===== config.mk =====
export PLATFORM = sky130hd
export DESIGN_NAME = multi_led_blinker
export DESIGN_NICKNAME = d
export VERILOG_FILES = /design/src/rtl/multi_led_blinker.sv
export SDC_FILE = /design/constraint.sdc
export NUM_CORES = 1
export LEC_CHECK = 0
export CAP_MARGIN = 10
export CELL_PAD_IN_SITES_DETAIL_PLACEMENT = 0
export CELL_PAD_IN_SITES_GLOBAL_PLACEMENT = 1
export CORE_ASPECT_RATIO = 1.25
export CORE_MARGIN = 10
export CORE_UTILIZATION = 29
export CTS_CLUSTER_DIAMETER = 60
export CTS_CLUSTER_SIZE = 40
export DETAILED_ROUTE_END_ITERATION = 8
export PLACE_DENSITY_LB_ADDON = 0.1
export REMOVE_ABC_BUFFERS = 1
export SYNTH_ARGS = -nofsm -noshare
export SYNTH_HDL_FRONTEND = slang
export SYNTH_SLANG_ARGS = --single-unit

===== constraint.sdc =====
create_clock -name clk -period 5 [get_ports clk]
set_clock_uncertainty 0.05 [all_clocks]
set_input_delay 1.5 -clock clk [delete_from_list [all_inputs] [get_ports clk]]
set_output_delay 1.5 -clock clk [all_outputs]
set_load 0.03 [all_outputs]

===== src/rtl/multi_led_blinker.sv =====
// Multi-channel LED driver: a shared prescaler tick and a free-running PWM counter feed
// per-channel OFF / ON / BLINK / PWM outputs, configured through a valid/ready write port.
module multi_led_blinker #(
  parameter int CLK_HZ  = 100_000_000,
  parameter int TICK_HZ = 1_000,
  parameter int NUM_CH  = 4,
  parameter int CNT_W   = 16,
  parameter int PWM_W   = 8
) (
  input  logic                                           clk,
  input  logic                                           reset,
  input  logic                                           cfg_valid,
  output logic                                           cfg_ready,
  input  logic [((NUM_CH > 1) ? $clog2(NUM_CH) : 1)-1:0] cfg_ch,
  input  logic [1:0]                                     cfg_mode,
  input  logic [CNT_W-1:0]                               cfg_period,
  input  logic [PWM_W-1:0]                               cfg_duty,
  output logic                                           cfg_err,
  output logic                                           tick,
  output logic [NUM_CH-1:0]                              led
);

  localparam int CH_W  = (NUM_CH > 1) ? $clog2(NUM_CH) : 1;
  localparam int DIV   = CLK_HZ / TICK_HZ;
  localparam int PRE_W = (DIV > 1) ? $clog2(DIV) : 1;

  typedef enum logic [1:0] {
    MODE_OFF   = 2'b00,
    MODE_ON    = 2'b01,
    MODE_BLINK = 2'b10,
    MODE_PWM   = 2'b11
  } mode_t;

  logic [PRE_W-1:0] presc;
  logic [PWM_W-1:0] pwm_cnt;
  mode_t            mode_q     [NUM_CH];
  logic [CNT_W-1:0] period_q   [NUM_CH];
  logic [PWM_W-1:0] duty_q     [NUM_CH];
  logic [CNT_W-1:0] phase_q    [NUM_CH];
  logic [CNT_W-1:0] last_phase [NUM_CH];
  logic [NUM_CH-1:0] blink_q;
  logic accept;
  logic ch_ok;
  logic presc_wrap;

  assign accept     = cfg_valid && cfg_ready;
  assign ch_ok      = {1'b0, cfg_ch} < (CH_W+1)'(NUM_CH);
  assign presc_wrap = (presc == PRE_W'(DIV - 1));

  // A half-period of 0 behaves like 1, so the blink toggles on every tick.
  always_comb begin
    for (int i = 0; i < NUM_CH; i++) begin
      last_phase[i] = (period_q[i] == '0) ? '0 : period_q[i] - CNT_W'(1);
    end
  end

  always_ff @(posedge clk) begin
    if (!reset) begin
      presc     <= '0;
      pwm_cnt   <= '0;
      tick      <= 1'b0;
      cfg_ready <= 1'b0;
      cfg_err   <= 1'b0;
      led       <= '0;
      blink_q   <= '0;
      for (int i = 0; i < NUM_CH; i++) begin
        mode_q[i]   <= MODE_OFF;
        period_q[i] <= '0;
        duty_q[i]   <= '0;
        phase_q[i]  <= '0;
      end
    end else begin
      presc     <= presc_wrap ? '0 : presc + PRE_W'(1);
      tick      <= presc_wrap;
      pwm_cnt   <= pwm_cnt + PWM_W'(1);
      cfg_ready <= !accept;
      cfg_err   <= accept && !ch_ok;
      for (int i = 0; i < NUM_CH; i++) begin
        // A write to this channel takes priority over a coincident tick.
        if (accept && (cfg_ch == CH_W'(i))) begin
          mode_q[i]   <= mode_t'(cfg_mode);
          period_q[i] <= cfg_period;
          duty_q[i]   <= cfg_duty;
          phase_q[i]  <= '0;
          blink_q[i]  <= 1'b0;
        end else if (tick && (mode_q[i] == MODE_BLINK)) begin
          if (phase_q[i] == last_phase[i]) begin
            phase_q[i] <= '0;
            blink_q[i] <= ~blink_q[i];
          end else begin
            phase_q[i] <= phase_q[i] + CNT_W'(1);
          end
        end
        unique case (mode_q[i])
          MODE_OFF:   led[i] <= 1'b0;
          MODE_ON:    led[i] <= 1'b1;
          MODE_BLINK: led[i] <= blink_q[i];
          MODE_PWM:   led[i] <= (pwm_cnt < duty_q[i]);
        endcase
      end
    end
  end

endmodule


==> results by group <==
Route
  – DR DRC count: 0
  – DRT antenna net count: 0
  – DR WL met3: 1240 µm
  – Via/cell ratio: 4.94
  – DR iter-0 viols: 497
  – Via count: 9108
  – Average wire per standard cell: 18.3 µm
  – First-pass DRT Iterations: 5
  – Drt total wl: 33800 µm
  – DR top layer: met4
  – Wire length on met1: 15200 µm
  – WL met2: 16700 µm

STA
  – RSZ-0062 raised after global routing: no
  – Period utilisation layout: 77.8%
  – Final Hold Vio Count: 0
  – Max-slew violations: 0
  – Setup TNS Final: 0 ps
  – FMAX: 0.257 GHz
  – Slew @ Worst Pin: 906 ps
  – WHS: 416 ps
  – Final setup vio count: 0
  – Worst slew margin: 39.4%
  – Minimum clock period: 3890 ps
  – PnR worst setup slack: 1110 ps

Clocking
  – Worst-skew pair later-pin latency: 560 ps
  – CTS sink count: 203
  – Clk pin slew, worst setup/hold paths: 60 ps
  – Number of buffers created by CTS: 26
  – Postcts setup bufs: 0
  – CTS Hold Bufs: 0
  – H-Tree Depth: 1
  – Root Buffer: clkbuf_16
  – CTS resizes: 0
  – CTS tree: yes
  – Worst-case clock buffer depth: 3

Layout
  – Most frequent cells in the layout: 168 x edfxtp_1, 134 x nor2_1, 108 x and2_1
  – NumNets Final: 1332
  – Reg area: 0.00575 mm²
  – Share of post-route cells with drive strength above 1: 7.09%
  – Most common cell after layout, fill and taps aside: edfxtp_1
  – Syn-to-layout area delta: 15.4%
  – Final cell count without fillers: 1843
  – Multi-input logic area: 0.00621 mm²
  – FILL cells: 4331
  – Final Util: 33.8%

Min path
  – HP Class: flip-flop to flip-flop

Synthesis
  – Seq cells post-synth: 203
  – Main area contributors after synthesis: edfxtp_1 41%, dfxtp_1 5.7%, and2_1 5.5%
  – Sequential cell area fraction in the yosys report: 46.6%
  – EDFF count, synth: 168
  – Distinct cells, synth: 76
  – Yosys Warn Count: 0
  – Avg Inst Size Synth: 10.0 µm²
  – Mapped Cells: 1229
  – Mapped cell area: 0.0123 mm²
  – Prevailing post-synth register cell: edfxtp_1
  – Yosys top cell area share: 40.9%
  – Synth area leader: edfxtp_1
  – Async SR Flop Fraction: 0%

Global route
  – First-pass GRT wire length: 52800 µm
  – Vias in the first global route: 9152
  – Antenna violations before repair: 2
  – GRT Total Usage: 13.0%
  – Remaining global-route overflow: 0
  – Largest net degree at the start of global routing: 29

Floorplanning
  – # rows: 84
  – Die area: 0.0512 mm²
  – Core ar.: 0.0420 mm²
  – Ports: 38
  – Die H: 251 µm
  – Initial core utilization: 29.3%
  – Die span in x: 204 µm

Worst setup path
  – Required @ worst endpoint: 5220 ps
  – Worst Path Arrival: 4110 ps
  – Worst-path maximum fanout: 16
  – Critical path type: flip-flop to flip-flop
  – Flop2flop setup slack: 1110 ps
  – Worst Setup Start Kind: flip-flop
  – Worst setup EP type: flip-flop

Place
  – DP Wirelength: 25100 µm
  – Gpl congestion: 0.814
  – IO buf count: 36
  – # placed instances: 1794
  – Pre-CTS setup slack: 1100 ps

Pwr
  – Max VDD drop: 0.291 mV
  – Pwr per Cell Area: 302 mW/mm²
  – P_leak: 5.07 nW

Job
  – Maxcap violations: 0

Outcome
  – Run status: complete, no violations
## through the flow
step	cell area [µm²]	total power, W
after global placement	13300	0.00243
final	14200	0.00430
after detailed placement	13300	0.00242
after global routing	14200	0.00449
after CTS	14200	0.00437
after floorplan	12100	0.00226
## critical path: stages (launching register included)
cell and delay [ps]:
edfxtp_1 410, inv_1 150, ha_1 260, or3b_2 490, or4_1 480, a21o_1 210, a21oi_1 170, o2111ai_1 150
or4_4 550, o21ai_2 580, nor2_1 110
## where the power goes
part | internal [W] | total, W | switching (W)
registers | 0.00190 | 0.00199 | 0.0000919
logic | 0.000172 | 0.000391 | 0.000219
clock network | 0.00106 | 0.00192 | 0.000861
## cell type report
| cell class | instances | share of cell area, % |
|---|---|---|
| clock buffers | 34 | 5.00 |
| multi-input cells | 924 | 43.6 |
| repair buffers | 51 | 3.32 |
| flip-flops and latches | 203 | 40.4 |
| clock inverters | 14 | 1.23 |
| well taps | 559 | 4.92 |
| inverters | 57 | 1.50 |
| diodes | 1 | 0.0176 |
## path summary, 6_finish.rpt
check / start / to / cells past startpoint
hold / removal: presc[0]$_SDFF_PP0_ / presc[0]$_SDFF_PP0_ / 1
hold reg to reg: presc[0]$_SDFF_PP0_ / presc[0]$_SDFF_PP0_ / 1
setup / recovery: period_q[1][0]$_SDFFCE_PN0P_ / phase_q[1][3]$_SDFFCE_PN0P_ / 10
setup reg to reg: period_q[1][0]$_SDFFCE_PN0P_ / phase_q[1][3]$_SDFFCE_PN0P_ / 10
## synth_stat cells (5+ instances only)
library cell	instances
edfxtp_1	168
nor2_1	134
and2_1	108
xor2_1	75
xnor2_1	64
nand2_1	61
inv_1	57
nand3_1	52
ha_1	38
nor4_1	37
dfxtp_1	35
clkbuf_1	34
nor3_1	33
a21oi_1	30
o21ai_0	27
nand4_1	23
a21o_1	21
and3_1	20
nand2b_1	20
nand3b_1	17
or4_1	13
o31ai_1	10
a311oi_1	8
or2_2	8
or3_1	8
nor2b_1	7
nor3b_1	7
nor4b_1	7
a211oi_1	6
buf_2	6
mux2_2	6
a31oi_1	5
o2111ai_1	5
## state kept, by name, summed over array words and instances (netlist names)
name	count
mode_q	8
presc	17
duty_q	32
tick	1
led	4
cfg_ready	1
blink_q	4
phase_q	64
period_q	64
pwm_cnt	8
## metal layers
layer	vias up	track usage (%)
li1	4525	-
met1	4399	16.1
met3	44	2.21
met4	0	3.90
met5	-	0
met2	140	22.5
## cell families after synthesis
group	Yosys count	synth area share, %
fa+ha+maj	38	3.86
simple gates	573	25.4
flops	203	46.6
buf+inv	102	3.32
xor+xnor	145	11.0
mux	10	0.873
other cells	1	0.0304
compound gates	157	8.91
Power figures use the tool's default switching activity.
==> patch 1: new RTL, same flow settings <==
Add an input register stage for `cfg_period`; this delays it by one clock. The other inputs are not delayed to match.
--- a/src/rtl/multi_led_blinker.sv
+++ b/src/rtl/multi_led_blinker.sv
@@ -30,6 +30,12 @@
     MODE_BLINK = 2'b10,
     MODE_PWM   = 2'b11
   } mode_t;
+
+  logic [CNT_W-1:0] cfg_period_q;
+
+  always_ff @(posedge clk) begin
+    cfg_period_q <= cfg_period;
+  end
 
   logic [PRE_W-1:0] presc;
   logic [PWM_W-1:0] pwm_cnt;
@@ -79,7 +85,7 @@
         // A write to this channel takes priority over a coincident tick.
         if (accept && (cfg_ch == CH_W'(i))) begin
           mode_q[i]   <= mode_t'(cfg_mode);
-          period_q[i] <= cfg_period;
+          period_q[i] <= cfg_period_q;
           duty_q[i]   <= cfg_duty;
           phase_q[i]  <= '0;
           blink_q[i]  <= 1'b0;
Check against the original RTL: same outputs for any inputs over 4 cycles, from zero or initial values and one cycle with reset low; that may be too few to reach the edited logic, so the function may still have changed.
==> patch 1 against the original RTL <==
Sequential cell count grew 16; via count grew 2.3%; worst setup slack lost 180 ps; die area grew 4.8%; routed wire length is essentially flat; combinational power shrank 3%; highest routed layer unchanged; area after synthesis grew 5.3%; largest cell class unchanged; total power grew 6.7%; non-clock buffer count grew 5; count of clock-buffer cells in the layout shrank 3; design area grew 5.2%.
==> patch 1: results <==
[cts]
cts_max_level = 1
clkTransAtPathRegs_ps = 70
clock_latency_ps = 590
post-cts-setup-buffer-count = 0
cts_root_buf = "clkbuf_16"
cts-buffers-inserted = 28
cts_repair_resize_count = 0

[logic_synthesis]
ys_seq_area_share_pct = 46.7
synth_flop_cell = "edfxtp_1"
async_flop_share_pct = 0
synthCells = 1289
ys_warn_count = 0
synth_area_leaders = "edfxtp_1 39%, dfxtp_1 7.9%, and2_1 5.3%"
synth_edf_count = 168
yosys-top-cells-count = "168 x edfxtp_1, 135 x nor2_1, 109 x and2_1, 67 x xor2_1, 66 x xnor2_1"
ys_types = 84

[finish]
largest_registers = "period_q: 64 flops, phase_q: 64 flops, duty_q: 32 flops"
num-fill-cells = 4545
nets = 1393
layout-drive-gt1-share_pct = 9.14

[global_routing]
gr-usage-met1_pct = 15.7
grt_pass1_wl_um = 54100
use_met2_pct = 21.6
use_met3_pct = 1.87
grtUsageTotal_pct = 12.5
antenna_found_initial = 0
grt_max_degree = 30
grt_pass1_vias = 9355

[outcome]
status = "completed"

[placed_design]
portBuffers = 36
finalWeightedCongestion = 0.815
placed_cells = 1866
dpl.hpwl_um = 24800

[critical_path]
path_max_fanout = 9
cp_slowest_stage_delay_ps = 570
crit_arrival_ps = 4330
rr_worst_depth = 11
cp_slowest_cell = "or4b_1"

[pwr]
vdd_drop_max_v = 0.000259
p_sw_share_pct = 27.0
p_leak_uw = 0.00533

[route]
num_vias = 9321
drt_iter0_markers = 440
drt-total-wl_um = 33800
wl_per_cell_um = 17.6

[min_path]
whs_path_depth = 1
hold_path_class = "reg -> reg"

[sta]
slew_headroom_pct = 29.8
patch 1: through the flow:
stage	worst slack, ps	power, uW	area, sq um
global route	659	4790	15000
CTS	924	4670	15000
finish	936	4590	15000
floorplan	194	2410	12800
detailed placement	988	2570	14000
global placement	1010	2570	14000
patch 1: power by group through the flow:
stage               Sequential [uW]  Combinational [uW]  Clock (uW)
floorplan                      2140                 267           0
global placement               2190                 385           0
detailed placement             2190                 386           0
CTS                            2150                 388        2140
global route                   2160                 429        2200
finish                         2150                 379        2060
patch 1: cell type report:
class,instances,share of cell area (%)
Multi-Input combinational cell,961,43.4
Sequential cell,219,40.5
Clock buffer,31,4.82
Tap cell,572,4.78
Timing Repair Buffer,56,3.41
Clock inverter,21,1.58
Inverter,58,1.45
Antenna cell,1,0.0167
patch 1: layer usage:
layer	part of all wire [%]	up-vias
li1	-	4722
met1	45	4432
met2	49	121
met3	3.3	46
met4	2.4	0
met5	0	-
patch 1: final timing paths:
path / start / to / slack [ps]
setup reg to reg: period_q[2][0]$_SDFFCE_PN0P_ / phase_q[2][15]$_SDFFCE_PN0P_ / 940
hold reg to reg: presc[0]$_SDFF_PP0_ / presc[0]$_SDFF_PP0_ / 410
setup / recovery: period_q[2][0]$_SDFFCE_PN0P_ / phase_q[2][15]$_SDFFCE_PN0P_ / 940
hold / removal: presc[0]$_SDFF_PP0_ / presc[0]$_SDFF_PP0_ / 410
patch 1: cell families (layout without fill, tap and decap cells):
kind of cell             count (synthesis)  after routing  share of synthesized area [%]
AND/OR/NAND/NOR                        587            587                           25.2
flip-flops                             219            219                           46.7
AO/OA/AOI/OAI                          178            178                           9.71
XOR/XNOR                               138            138                           9.85
buffers and inverters                  109            166                           3.37
adder cells (fa/ha/maj)                 38             38                           3.66
multiplexers                            19             19                           1.50
other                                    1              2                         0.0289
==> patch 2: new RTL, config.mk and constraints unchanged <==
Made on the original files. Change the parameter `NUM_CH` from 4 to 2.
--- a/src/rtl/multi_led_blinker.sv
+++ b/src/rtl/multi_led_blinker.sv
@@ -3,7 +3,7 @@
 module multi_led_blinker #(
   parameter int CLK_HZ  = 100_000_000,
   parameter int TICK_HZ = 1_000,
-  parameter int NUM_CH  = 4,
+  parameter int NUM_CH  = 2,
   parameter int CNT_W   = 16,
   parameter int PWM_W   = 8
 ) (
Interface: changed (resized cfg_ch and led); port bits go from 38 to 35. No check against the original RTL was run, so the function may have changed too.
==> patch 2 against the original RTL <==
Total power is 39% lower; first-iteration DRC count is 27% lower; clock power is 35% lower; sequential cell count is 88 lower; area after synthesis is 45% lower; sequential share of layout area is 1.4 points lower; design area is 43% lower; critical path depth stayed put; non-clock buffer count is 10 lower; count of clock-buffer cells in the layout is 15 lower; cell count is 45% lower; routed wire length is 46% lower; worst setup slack worse by 500 ps; largest cell class unchanged; largest power group is now clock.
==> patch 2: results <==
[outcome]
status = "completed"

[placed_design]
finalWeightedCongestion = 0.821
placed_cells = 988
dpl.hpwl_um = 13500
portBuffers = 33

[finish]
nets = 769
n_antenna_cell = 0
largest_registers = "period_q: 32 flops, phase_q: 32 flops, presc: 17 flops"
num-fill-cells = 2325
layout-drive-gt1-share_pct = 6.97
layoutNonFillerInstCount = 1020

[critical_path]
path_max_fanout = 15
worstReg2RegEnd = "phase_q[1][7]$_SDFFCE_PN0P_"
rr_worst_depth = 10
r2r-start = "period_q[0][16]$_DFFE_PP_"
crit_arrival_ps = 4480
cp_slowest_stage_delay_ps = 680
cp_slowest_cell = "or4_1"
crit_family = "simple AND/OR/NAND/NOR gates"
rrSetupSlack_ps = 610

[logic_synthesis]
ys_seq_area_share_pct = 46.0
syn_avg_cell_area_sq_um = 9.94
ys_types = 69
muxShareOfSynthArea_pct = 0.458
synth_fa_ha_area_share_pct = 3.66
ys_warn_count = 0
async_flop_share_pct = 0
synth_area_leaders = "edfxtp_1 37%, dfxtp_1 9.1%, xor2_1 4.7%"
synth_edf_count = 84
synth-xor-area-share_pct = 9.97
yosys-top-cells-count = "84 x edfxtp_1, 65 x nor2_1, 41 x nand3_1, 37 x xor2_1, 35 x nand2_1"
synth-compound-area-share_pct = 11.2

[cts]
cts_hold_buf = 0
post-cts-setup-buffer-count = 0
clkTransAtPathRegs_ps = 60
cts_max_level = 4
clock_latency_ps = 410
cts-buffers-inserted = 17
cts_buffer_depth = 2
cts_root_buf = "clkbuf_16"
cts_repair_resize_count = 0

[route]
wl_per_cell_um = 17.8
routed_via_density = 5.18
drt-pass1-iter-count = 5
drt_iter0_markers = 362

[min_path]
whs_path_depth = 1
whs_endpoint = "presc[0]$_SDFF_PP0_"
hp-start = "presc[0]$_SDFF_PP0_"
hold_path_class = "reg -> reg"

[global_routing]
grt_max_degree = 28
antenna_found_initial = 0
grt_pass1_wl_um = 28900
grtUsageTotal_pct = 12.2

[pwr]
p_leak_uw = 0.00289
vdd_drop_max_v = 0.000244

[sta]
slew_headroom_pct = 40.5
hold_slack_ps = 401
patch 2: worst max path at each step:
stage | from | endpoint | slack (ps) | depth (start not counted)
finish | period_q[0][16]$_DFFE_PP_ | phase_q[1][7]$_SDFFCE_PN0P_ | 610 | 10
global route | period_q[0][16]$_DFFE_PP_ | phase_q[1][2]$_SDFFCE_PN0P_ | 370 | 10
CTS | period_q[0][16]$_DFFE_PP_ | phase_q[1][14]$_SDFFCE_PN0P_ | 630 | 10
detailed placement | period_q[0][16]$_DFFE_PP_ | phase_q[1][3]$_SDFFCE_PN0P_ | 640 | 10
global placement | period_q[0][16]$_DFFE_PP_ | phase_q[1][9]$_SDFFCE_PN0P_ | 710 | 10
floorplan | period_q[0][16]$_DFFE_PP_ | phase_q[1][10]$_SDFFCE_PN0P_ | 1140 | 10
patch 2: through the flow:
step	setup slack [ps]	cell area [sq um]	total power [uW]
global route	368	8060	2740
floorplan	1140	6720	1300
finish	611	8060	2630
detailed placement	644	7470	1400
CTS	626	8060	2660
global placement	711	7470	1400
patch 2: metal layers:
| layer | wire (um) | vias to the layer above | track usage [%] |
|---|---|---|---|
| met5 | 0 | - | 0 |
| met4 | 277 | 0 | 4.00 |
| met3 | 495 | 21 | 2.24 |
| met2 | 9350 | 83 | 21.1 |
| met1 | 8070 | 2561 | 15.0 |
| li1 | - | 2618 | - |
patch 2: layout make-up:
class                           instances  area share (%)
Multi-Input combinational cell        512            42.8
Sequential cell                       115            39.0
Tap cell                              288            4.47
Inverter                               32            1.49
Clock buffer                           19            5.37
Timing Repair Buffer                   41            4.85
Clock inverter                         13            1.96
patch 2: kinds of logic after synthesis:
family          Yosys count
simple gates            310
buf+inv                  60
other cells               1
compound gates          105
mux                       3
fa+ha+maj                20
xor+xnor                 73
flops                   115
patch 2: power breakdown:
part / total, uW / internal (uW) / switching, uW
Combinational: 257 / 118 / 139
Clock: 1240 / 784 / 460
Sequential: 1130 / 1070 / 58.1
patch 2: worst register-to-register path, cell delays in order, from the launching register on:
cell	delay, ps
edfxtp_1	440
inv_1	130
ha_1	290
or4b_1	640
or4_1	680
o22ai_1	210
a221oi_1	90
or4b_1	500
or4_4	550
nand2_1	420
nor2_1	120
